## src/rtl/dw_loader_pkg.sv

```systemverilog
// Shared types and helpers for the DDR region preload engine.
// Holds the FSM state encoding, lane-count derivation and packed-bus field slicing.
package dw_loader_pkg;

  typedef enum logic [2:0] {
    ST_IDLE,
    ST_CFG,
    ST_SEL,
    ST_LOAD,
    ST_DONE
  } state_t;

  // Widest packed region bus the slice helpers accept.
  localparam int unsigned MAX_BUS = 2048;

  function automatic int unsigned calc_lanes(input int unsigned port_w,
                                             input int unsigned data_w);
    return port_w / data_w;
  endfunction

  function automatic logic [63:0] bus_field(input logic [MAX_BUS-1:0] bus,
                                            input int unsigned idx,
                                            input int unsigned w);
    logic [MAX_BUS-1:0] sh;
    logic [63:0]        mask;
    sh = bus >> (idx * w);
    if (w >= 64) mask = '1;
    else         mask = (64'd1 << w) - 64'd1;
    return sh[63:0] & mask;
  endfunction

  function automatic logic [63:0] region_base_at(input logic [MAX_BUS-1:0] bus,
                                                 input int unsigned r,
                                                 input int unsigned addr_w);
    return bus_field(bus, r, addr_w);
  endfunction

  function automatic logic [63:0] region_len_at(input logic [MAX_BUS-1:0] bus,
                                                input int unsigned r,
                                                input int unsigned len_w);
    return bus_field(bus, r, len_w);
  endfunction

endpackage

```

## src/rtl/ddr_region_loader_lane_serializer.sv

```systemverilog
// Splits one input word into LSB-first memory lanes under a valid/ready handshake.
// Outputs come straight from registers, so they hold steady while the sink stalls.
module lane_serializer
  import dw_loader_pkg::*;
#(
  parameter int unsigned PORT_DATAWIDTH = 64,
  parameter int unsigned DATA_WIDTH     = 8
) (
  input  logic                      clk,
  input  logic                      rst_n,
  input  logic                      load,
  input  logic [PORT_DATAWIDTH-1:0] word,
  output logic                      lane_valid,
  input  logic                      lane_ready,
  output logic [DATA_WIDTH-1:0]     lane_data,
  output logic                      empty,
  output logic                      last_lane
);

  localparam int unsigned LANES = calc_lanes(PORT_DATAWIDTH, DATA_WIDTH);
  localparam int unsigned CW    = $clog2(LANES + 1);

  logic [PORT_DATAWIDTH-1:0] sh;
  logic [CW-1:0]             left;

  always_ff @(posedge clk or negedge rst_n) begin
    if (!rst_n) begin
      sh   <= '0;
      left <= '0;
    end else if (load && empty) begin
      sh   <= word;
      left <= CW'(LANES);
    end else if (lane_valid && lane_ready) begin
      sh   <= sh >> DATA_WIDTH;
      left <= left - CW'(1);
    end
  end

  assign lane_valid = (left != '0);
  assign lane_data  = sh[DATA_WIDTH-1:0];
  assign empty      = (left == '0);
  assign last_lane  = (left == CW'(1));

endmodule

```

## src/rtl/ddr_region_loader.sv

```systemverilog
// DDR preload engine: writes a config block, then streams each enabled region
// from the input word stream into the byte-lane memory write port.
module ddr_region_loader
  import dw_loader_pkg::*;
#(
  parameter int unsigned           PORT_DATAWIDTH = 64,
  parameter int unsigned           DATA_WIDTH     = 8,
  parameter int unsigned           NUM_REGION     = 4,
  parameter int unsigned           ADDR_WIDTH     = 32,
  parameter int unsigned           LEN_WIDTH      = 20,
  parameter int unsigned           CFG_WORDS      = 256,
  parameter logic [ADDR_WIDTH-1:0] DDR_OFFSET     = 'h0800_0000
) (
  input  logic                             clk,
  input  logic                             rst_n,
  input  logic                             start,
  input  logic [ADDR_WIDTH-1:0]            cfg_addr,
  input  logic [PORT_DATAWIDTH-1:0]        cfg_word,
  input  logic [NUM_REGION*ADDR_WIDTH-1:0] region_base,
  input  logic [NUM_REGION*LEN_WIDTH-1:0]  region_len,
  input  logic                             in_valid,
  output logic                             in_ready,
  input  logic [PORT_DATAWIDTH-1:0]        in_data,
  output logic                             mem_wr_en,
  input  logic                             mem_wr_ready,
  output logic [ADDR_WIDTH-1:0]            mem_wr_addr,
  output logic [DATA_WIDTH-1:0]            mem_wr_data,
  output logic                             busy,
  output logic                             done,
  output logic [$clog2(NUM_REGION):0]      cur_region,
  output logic                             err_addr
);

  localparam int unsigned RW   = $clog2(NUM_REGION) + 1;
  localparam int unsigned CNTW = $clog2(CFG_WORDS + 1);

  state_t                          state, state_n;
  logic [RW-1:0]                   r;
  logic [ADDR_WIDTH-1:0]           addr;
  logic [LEN_WIDTH-1:0]            wcnt;
  logic [CNTW-1:0]                 cfg_cnt;
  logic [NUM_REGION*ADDR_WIDTH-1:0] base_q;
  logic [NUM_REGION*LEN_WIDTH-1:0]  len_q;
  logic                            err_q;

  logic                      ser_load, ser_valid, ser_empty, ser_last;
  logic [PORT_DATAWIDTH-1:0] ser_word;
  logic [DATA_WIDTH-1:0]     ser_data;
  logic                      lane_fire;
  logic                      take_start, cfg_exit, adv_r, set_err, enter_load, accept;
  logic [ADDR_WIDTH-1:0]     cur_base;
  logic [LEN_WIDTH-1:0]      cur_len;
  logic                      r_last;

  assign cur_base  = ADDR_WIDTH'(region_base_at(MAX_BUS'(base_q), 32'(r), ADDR_WIDTH));
  assign cur_len   = LEN_WIDTH'(region_len_at(MAX_BUS'(len_q), 32'(r), LEN_WIDTH));
  assign r_last    = (r == RW'(NUM_REGION - 1));
  assign lane_fire = ser_valid && mem_wr_ready;

  always_ff @(posedge clk or negedge rst_n) begin
    if (!rst_n) state <= ST_IDLE;
    else        state <= state_n;
  end

  // Leaving the final region jumps straight to DONE so done follows the last lane by one cycle.
  always_comb begin
    state_n    = state;
    ser_load   = 1'b0;
    ser_word   = '0;
    take_start = 1'b0;
    cfg_exit   = 1'b0;
    adv_r      = 1'b0;
    set_err    = 1'b0;
    enter_load = 1'b0;
    accept     = 1'b0;
    in_ready   = 1'b0;
    case (state)
      ST_IDLE: begin
        if (start) begin
          take_start = 1'b1;
          ser_load   = 1'b1;
          ser_word   = cfg_word;
          state_n    = ST_CFG;
        end
      end
      ST_CFG: begin
        if (ser_empty && (cfg_cnt < CNTW'(CFG_WORDS))) ser_load = 1'b1;
        if (lane_fire && ser_last && (cfg_cnt == CNTW'(CFG_WORDS))) begin
          cfg_exit = 1'b1;
          state_n  = ST_SEL;
        end
      end
      ST_SEL: begin
        if (r >= RW'(NUM_REGION)) begin
          state_n = ST_DONE;
        end else if (cur_len == '0) begin
          adv_r = 1'b1;
          if (r_last) state_n = ST_DONE;
        end else if (cur_base < DDR_OFFSET) begin
          adv_r   = 1'b1;
          set_err = 1'b1;
          if (r_last) state_n = ST_DONE;
        end else begin
          enter_load = 1'b1;
          state_n    = ST_LOAD;
        end
      end
      ST_LOAD: begin
        in_ready = ser_empty && (wcnt != '0);
        if (in_valid && in_ready) begin
          accept   = 1'b1;
          ser_load = 1'b1;
          ser_word = in_data;
        end
        if (lane_fire && ser_last && (wcnt == '0)) begin
          adv_r   = 1'b1;
          state_n = r_last ? ST_DONE : ST_SEL;
        end
      end
      ST_DONE: state_n = ST_IDLE;
      default: state_n = ST_IDLE;
    endcase
  end

  always_ff @(posedge clk or negedge rst_n) begin
    if (!rst_n) begin
      r       <= '0;
      addr    <= '0;
      wcnt    <= '0;
      cfg_cnt <= '0;
      base_q  <= '0;
      len_q   <= '0;
      err_q   <= 1'b0;
    end else if (take_start) begin
      base_q  <= region_base;
      len_q   <= region_len;
      addr    <= cfg_addr - DDR_OFFSET;
      cfg_cnt <= CNTW'(1);
      r       <= RW'(NUM_REGION);
      err_q   <= 1'b0;
    end else begin
      if ((state == ST_CFG) && ser_load) cfg_cnt <= cfg_cnt + CNTW'(1);
      if (cfg_exit) r <= '0;
      if (adv_r)    r <= r + RW'(1);
      if (set_err)  err_q <= 1'b1;
      if (enter_load) begin
        addr <= cur_base - DDR_OFFSET;
        wcnt <= cur_len;
      end else if (lane_fire) begin
        addr <= addr + ADDR_WIDTH'(1);
      end
      if (accept) wcnt <= wcnt - LEN_WIDTH'(1);
    end
  end

  lane_serializer #(
    .PORT_DATAWIDTH(PORT_DATAWIDTH),
    .DATA_WIDTH    (DATA_WIDTH)
  ) u_ser (
    .clk       (clk),
    .rst_n     (rst_n),
    .load      (ser_load),
    .word      (ser_word),
    .lane_valid(ser_valid),
    .lane_ready(mem_wr_ready),
    .lane_data (ser_data),
    .empty     (ser_empty),
    .last_lane (ser_last)
  );

  assign mem_wr_en   = ser_valid;
  assign mem_wr_addr = addr;
  assign mem_wr_data = ser_data;
  assign busy        = (state == ST_CFG) || (state == ST_SEL) || (state == ST_LOAD);
  assign done        = (state == ST_DONE);
  assign cur_region  = r;
  assign err_addr    = err_q;

endmodule

```

## config.mk

```make
export PLATFORM = sky130hd
export DESIGN_NAME = ddr_region_loader
export DESIGN_NICKNAME = d
export VERILOG_FILES = /design/src/rtl/dw_loader_pkg.sv /design/src/rtl/ddr_region_loader_lane_serializer.sv /design/src/rtl/ddr_region_loader.sv
export SDC_FILE = /design/constraint.sdc
export NUM_CORES = 1
export LEC_CHECK = 0
export ABC_AREA = 1
export ABC_CLOCK_PERIOD_IN_PS = 5100
export BUFFER_PORTS_ARGS = -buffer_cell sky130_fd_sc_hd__buf_2
export CAP_MARGIN = 20
export CORE_UTILIZATION = 47
export CTS_CLUSTER_DIAMETER = 100
export DETAILED_ROUTE_END_ITERATION = 16
export HOLD_SLACK_MARGIN = 0.12
export PLACE_DENSITY = 0.83
export SLEW_MARGIN = 5
export SYNTH_ARGS = -nofsm -noshare
export SYNTH_HDL_FRONTEND = slang
export SYNTH_SLANG_ARGS = --single-unit
export TNS_END_PERCENT = 10
```

## constraint.sdc

```tcl
create_clock -name clk -period 5.1 [get_ports clk]
set_input_delay 1.02 -clock clk [delete_from_list [all_inputs] [get_ports clk]]
set_output_delay 1.02 -clock clk [all_outputs]
set_load 0.005 [all_outputs]
```

### Yosys cells after proc, flatten, opt, wreduce, memory -nomap -nowiden

Index checks and enable logic that the tools add are counted.

* register bits: 344
* bits of input ports: 373
* logic and storage cells: 108
* output and inout port bits: 48

* muxes and demuxes: 49
* add/sub/neg operators: 7
* equality and inequality tests: 10
* bitwise gates (word level): 1
* reductions and logical operators: 25
* shift operators: 2
* magnitude comparators: 3
* $mul: 1

Operators with widths (number)
* 2-to-1 mux 64 bit: 4
* one-hot mux 64 bit (2 select lines): 1
* right shift 128 x 8 -> 32 bit: 1
* 2-to-1 mux 32 bit: 3
* right shift 80 x 8 -> 20 bit: 1
* subtractor 32 x 28 -> 32 bit, second input constant: 2
* zero test 20 bit: 2
* 2-to-1 mux 20 bit: 2
* 2-to-1 mux 3 bit: 11
* adder 32 x 1 -> 32 bit, second input constant: 1
* less-than comparator 32 x 28 -> 1 bit, second input constant: 1
* 2-to-1 mux 1 bit: 21
* nonzero test 20 bit: 1
* subtractor 20 x 1 -> 20 bit, second input constant: 1
* 2-to-1 mux 9 bit: 2
* one-hot mux 3 bit (4 select lines): 1
* adder 9 x 1 -> 9 bit, second input constant: 1
* equality test 3 x 2 -> 1 bit, second input constant: 3
* equality test 9 bit, second input constant: 1
* logical AND 1 bit: 9
* less-than comparator 9 bit, second input constant: 1
* 2-to-1 mux 4 bit: 2
* nonzero test 2 bit: 4
* multiplier 3 x 3 -> 6 bit, second input constant: 1
* 17 further kinds: 21

### Logic depth before layout (Yosys ltp)

* word-level depth: 9
* gate-level depth with buffers: 19
* mapped depth without buffers: 16

### Hierarchy

From an unflattened synthesis, not the netlist that was laid out.

* cells, all modules: 2577
* area, all modules: 18819.3 um^2

By module, submodules not included
* ddr_region_loader: sequential area each 6906.6 um^2, area an instance 15305.9 um^2, times used 1, cells each 2097
* lane_serializer: sequential area each 1701.6 um^2, area an instance 3513.4 um^2, times used 1, cells each 480

### Least setup slack after synthesis

Ideal clock, no wire load.

* path type: input -> register
* from: input port start
* to: register u_ser.sh[10]
* buffers on the path: 2
* required time: 4.962 ns
* stages on the path: 13
* path slack: 2.725 ns
* setup time: 0.138 ns
* arrival time: 2.237 ns
* path through: inv_1 -> nor2_1 -> inv_1 -> nand2_1 -> inv_1 -> nand2_1 -> nand2_2 -> nand2_2 -> inv_2 -> buf_4 -> buf_4 -> nand2_1 -> o211ai_1

* longest elaborated chain between the ends: 4
* elaborated cells on any way between the ends: 7
* those cells by class: mux (5); reduce/logical (2)

RTL lines
* from (decl): line ddr_region_loader.sv:16 `input logic start,`
* 2-to-1 mux 1 bit: line ddr_region_loader.sv:79 `if (start) begin`
* one-hot mux 1 bit (3 select lines): line ddr_region_loader.sv:77 `case (state)`
* logical AND 1 bit: line ddr_region_loader_lane_serializer.sv:30 `end else if (load && empty) begin`
* 2-to-1 mux 64 bit / nonzero test 2 bit (equally long branches)
* to (signal assigned): line ddr_region_loader_lane_serializer.sv:31 `sh <= word;`
* to (signal assigned): line ddr_region_loader_lane_serializer.sv:34 `sh <= sh >> DATA_WIDTH;`
* to (decl): line ddr_region_loader_lane_serializer.sv:23 `logic [PORT_DATAWIDTH-1:0] sh;`

Several ways; a longest one is shown, not always the timed one.
A chain may end at the register's enable or synchronous reset.

### Worst setup path after layout

* from: register r[0] (netlist: cur_region[0])
* to: register wcnt[13]

* longest elaborated chain between the ends: 8
* elaborated cells on any way between the ends: 14
* those cells by class: mul (1); order compare (2); shift (2); mux (6); reduce/logical (3)

RTL lines
* from (decl): line ddr_region_loader.sv:38 `logic [RW-1:0] r;`
* from (signal assigned): line ddr_region_loader.sv:139 `r <= RW'(NUM_REGION);`
* from (signal assigned): line ddr_region_loader.sv:144 `if (adv_r) r <= r + RW'(1);`
* multiplier 3 x 3 -> 6 bit / right shift 128 x 8 -> 32 bit (equally long branches): line dw_loader_pkg.sv:26 `sh = bus >> (idx * w);`
* right shift 80 x 8 -> 20 bit / less-than comparator 32 x 28 -> 1 bit (equally long branches): line dw_loader_pkg.sv:26, ddr_region_loader.sv:99
* zero test 20 bit / 2-to-1 mux 1 bit (equally long branches): line ddr_region_loader.sv:96, ddr_region_loader.sv:99
* 2-to-1 mux 1 bit: line ddr_region_loader.sv:96 `end else if (cur_len == '0) begin`
* 2-to-1 mux 1 bit: line ddr_region_loader.sv:94 `if (r >= RW'(NUM_REGION)) begin`
* 2-to-1 mux 1 bit: line ddr_region_loader.sv:77
* nonzero test 2 bit (no source line)
* AND reduction 2 bit (no source line)
* to (signal assigned): line ddr_region_loader.sv:148 `wcnt <= cur_len;`
* to (signal assigned): line ddr_region_loader.sv:152 `if (accept) wcnt <= wcnt - LEN_WIDTH'(1);`
* to (decl): line ddr_region_loader.sv:40 `logic [LEN_WIDTH-1:0] wcnt;`

Several ways; a longest one is shown, not always the timed one. The select of a mux whose other input is x is not followed.

==> out/summary.md <==
Status
* **run status** completed

Global route
* **maximum number of pins on one net before global-route repair** 267
* **number of global-route vias before repair** 17,500
* **Overall Global Routing Usage** 28.2%
* **wire length of the first global-routing pass** 90,900 um
* **antenna violations before repair** 2
* **Congestion Overflow GR** 0

Clocking
* **number of H-tree levels** 2
* **clock transition at the register clock pins on the worst setup and hold paths after CTS** 0.06 ns
* **worst skew pair latency** 0.55 ns
* **CTS buffer count** 39
* **CTS Buffer Depth** 3
* **# clock sinks** 344
* **post_cts resized** 0
* **CTS Root Cell** sky130_fd_sc_hd__clkbuf_16
* **post-CTS repair timing setup buffer count** 0
* **TritonCTS clock tree** done
* **hold-fix buffers at CTS** 0

Routing
* **Routed Wire Length** 56,800 um
* **length of the first detailed-routing pass in iterations** 6
* **DRC violation total after the first TritonRoute iteration** 1,704
* **Routed Antenna Nets** 0
* **routed vias/inst** 5.38
* **overall via count from detail_route** 18,000
* **number of remaining DRC errors** 0
* **routed length per placed instance** 17.0 um

Yosys
* **most frequent cell after synthesis** sky130_fd_sc_hd__nand2_1
* **proportion of register bits with asynchronous set or reset after synthesis** 100%
* **cell count after synthesis** 2,479
* **number of synthesized flops with an enable pin** 0
* **Synth Flop Type** sky130_fd_sc_hd__dfrtp_1
* **number of distinct library cell variants in the gate-level netlist after synthesis** 39
* **Yosys warnings** 0
* **post-synthesis sequential area ratio** 46.7%
* **Yosys top cell by area** sky130_fd_sc_hd__dfrtp_1
* **combined area of all synthesized cells** 18,500 um^2
* **number of synthesized register bits** 344
* **commonest cells in the synthesized netlist** sky130_fd_sc_hd__nand2_1 (944), sky130_fd_sc_hd__dfrtp_1 (344), sky130_fd_sc_hd__o21ai_0 (189)
* **synthesized netlist net count** 2,864
* **biggest area contributors in the synthesized netlist** sky130_fd_sc_hd__dfrtp_1 (47%), sky130_fd_sc_hd__nand2_1 (19%), sky130_fd_sc_hd__o21ai_0 (5.1%), sky130_fd_sc_hd__inv_1 (3.5%), sky130_fd_sc_hd__nand3_1 (3.4%)
* **mean instance size in the synthesized netlist** 7.44 um^2
* **share of the synthesized area in the top cell type** 46.7%

Worst setup path
* **depth of the worst register-to-register path** 12
* **Arrival @ worst endpoint** 4.94 ns
* **terminus of the critical flop-to-flop path** wcnt[13]$_DFFE_PN0P_
* **most common cell type on the critical path** sky130_fd_sc_hd__o21ai_0
* **Data required, critical path** 5.52 ns
* **endpoint kind of the worst setup timing path** flop
* **kind of critical path** reg2reg
* **Critical R2R Launch** cur_region[0]$_DFFE_PN0P_
* **worst-path cell with the longest stage delay** sky130_fd_sc_hd__dfrtp_4
* **startpoint type of the worst setup path** flop
* **cell-by-cell trace of the critical path** buf_4, o21ai_0, o21ai_0, o21ai_1, nand2_1, nor2_1, nand2_2, nand3_4, nand2_2, inv_1, o21ai_0, nand2_1
* **maximum fanout encountered on the critical timing path** 66
* **setup slack of the worst register-to-register path** 0.57 ns
* **slowest cell delay on critical path** 0.84 ns

Pwr
* **worst supply voltage drop on vdd** 315 uV
* **cell area power density** 599 nW/um^2
* **static power due to leakage** 11.3 nW

STA
* **setup_tns** 0 ns
* **max frequency** 221 MHz
* **hold_ws** 0.466 ns
* **fin crit share** 88.7%
* **Worst slew margin** 29.6%
* **worst clock skew** 0.0260 ns
* **transition at the pin with the smallest max-transition slack** 1.06 ns
* **min cycle time layout** 4.53 ns
* **setup violation total in the final timing report** 0
* **final number of max-transition violations** 0
* **final hold violations** 0
* **unrepaired setup endpoints after global routing** false

Place
* **placer's final routability congestion estimate** 0.987
* **post-DP HPWL** 40,600 um
* **number of input and output port buffers inserted** 420

Die
* **number of rows in the core area** 72
* **Initial Utilization** 47.7%
* **floorplan core area** 38,600 um^2
* **die width** 200 um
* **I/O Pins** 421
* **die height** 200 um
* **DIE AREA** 40,100 um^2

Cells and area
* **fraction of final layout cells sized beyond drive strength 1** 18.7%
* **number of nets in the layout** 3,178
* **growth of design area from synthesis to finish** 18.7%
* **utilization after layout** 56.7%

Job
* **max-cap viol count** 0

Worst hold path
* **worst hold-check path type** reg2reg
* **count of cells along the worst hold path** 2
* **critical hold path startpoint** base_q[57]$_DFFE_PN0P_
* **hold worst-path end** base_q[57]$_DFFE_PN0P_

-- kinds of logic (layout without fill, tap and decap cells) --
kind of cell             count (synthesis)  after routing  synth area share (%)
AND/OR/NAND/NOR                       1328           1328                  29.1
adder cells (fa/ha/maj)                 12             12                 0.814
buffers and inverters                  344            686                  8.09
XOR/XNOR                                45             45                  2.14
flip-flops                             344            344                  46.7
other                                    0              1                     0
AO/OA/AOI/OAI                          406            406                  13.2
-- flip-flops by register name, summed over array words and instances (netlist names) --
signal / count
wcnt: 20
len_q: 80
cur_region: 3
u_ser.sh: 64
err_addr: 1
u_ser.left: 4
cfg_cnt: 9
state: 3
base_q: 128
mem_wr_addr: 32
-- cells in the final DEF, fill, tap and decap left out, drive strengths merged, types with 7 or more instances in the layout --
master  netlist  routed
nand3       130     130
xnor2        12      12
inv         178     179
nor3         28      28
a21boi       39      39
nand4        48      48
o21ai       209     209
a21oi        33      33
xor2         33      33
nor2        162     162
dfrtp       344     344
clkbuf       94      59
buf          71     438
nand2       951     951
o22ai        20      20
o211ai       71      71
ha           12      12
a22oi        23      23
clkinv        1       7
-- routing by layer --
layer	up-vias	wire length, um	global-route usage [%]
met3	128	4360	5.45
met5	-	16	0
met4	2	2230	12.0
met2	808	25900	44.5
li1	8624	-	-
met1	8402	24300	37.9
-- cell type report --
cell class	count	area [um^2]
inverter	179	679
clock buffer	59	1160
antenna	1	2.50
fill	3544	16700
timing repair buffer	438	2300
sequential	344	8610
multi-input combinational	1791	8360
tap	518	648
clock inverter	10	133
-- where the power goes --
| group | total [mW] | internal (mW) | switching [mW] |
|---|---|---|---|
| Sequential | 4.83 | 3.97 | 0.856 |
| Combinational | 5.47 | 1.86 | 3.62 |
| Clock | 2.82 | 1.68 | 1.15 |
-- metrics by stage --
step | worst slack (ns) | cell area (um^2) | instances | power [mW]
final | 0.575 | 21900 | 3340 | 13.1
after global routing | 0.0790 | 21900 | 3340 | 14.2
after CTS | 0.649 | 21900 | 3338 | 13.1
after detailed placement | 0.668 | 20600 | 3269 | 10.2
after global placement | 0.804 | 20600 | 3269 | 10.0
after floorplan | 2.72 | 18500 | 2479 | 8.64
-- worst max-delay path, delay by kind of cell (launching register included) --
family	cells	cell delay, ns
AO/OA/AOI/OAI	4	0.79
buffers and inverters	2	0.83
flip-flops	1	0.84
AND/OR/NAND/NOR	6	1.86
-- how the worst max path moves through the flow --
stage | startpoint | endpoint | slack [ns] | cells after the start
6_report | cur_region[0]$_DFFE_PN0P_ | wcnt[13]$_DFFE_PN0P_ | 0.57 | 12
5_1_grt | cur_region[0]$_DFFE_PN0P_ | wcnt[13]$_DFFE_PN0P_ | 0.08 | 12
4_1_cts | cur_region[0]$_DFFE_PN0P_ | wcnt[13]$_DFFE_PN0P_ | 0.65 | 12
3_5_place_dp | cur_region[0]$_DFFE_PN0P_ | wcnt[13]$_DFFE_PN0P_ | 0.67 | 12
3_3_place_gp | cur_region[0]$_DFFE_PN0P_ | wcnt[13]$_DFFE_PN0P_ | 0.80 | 12
2_1_floorplan | start | u_ser.sh[10]$_DFFE_PN0P_ | 2.72 | 13
Note: power is estimated with default switching activity, not from simulation.
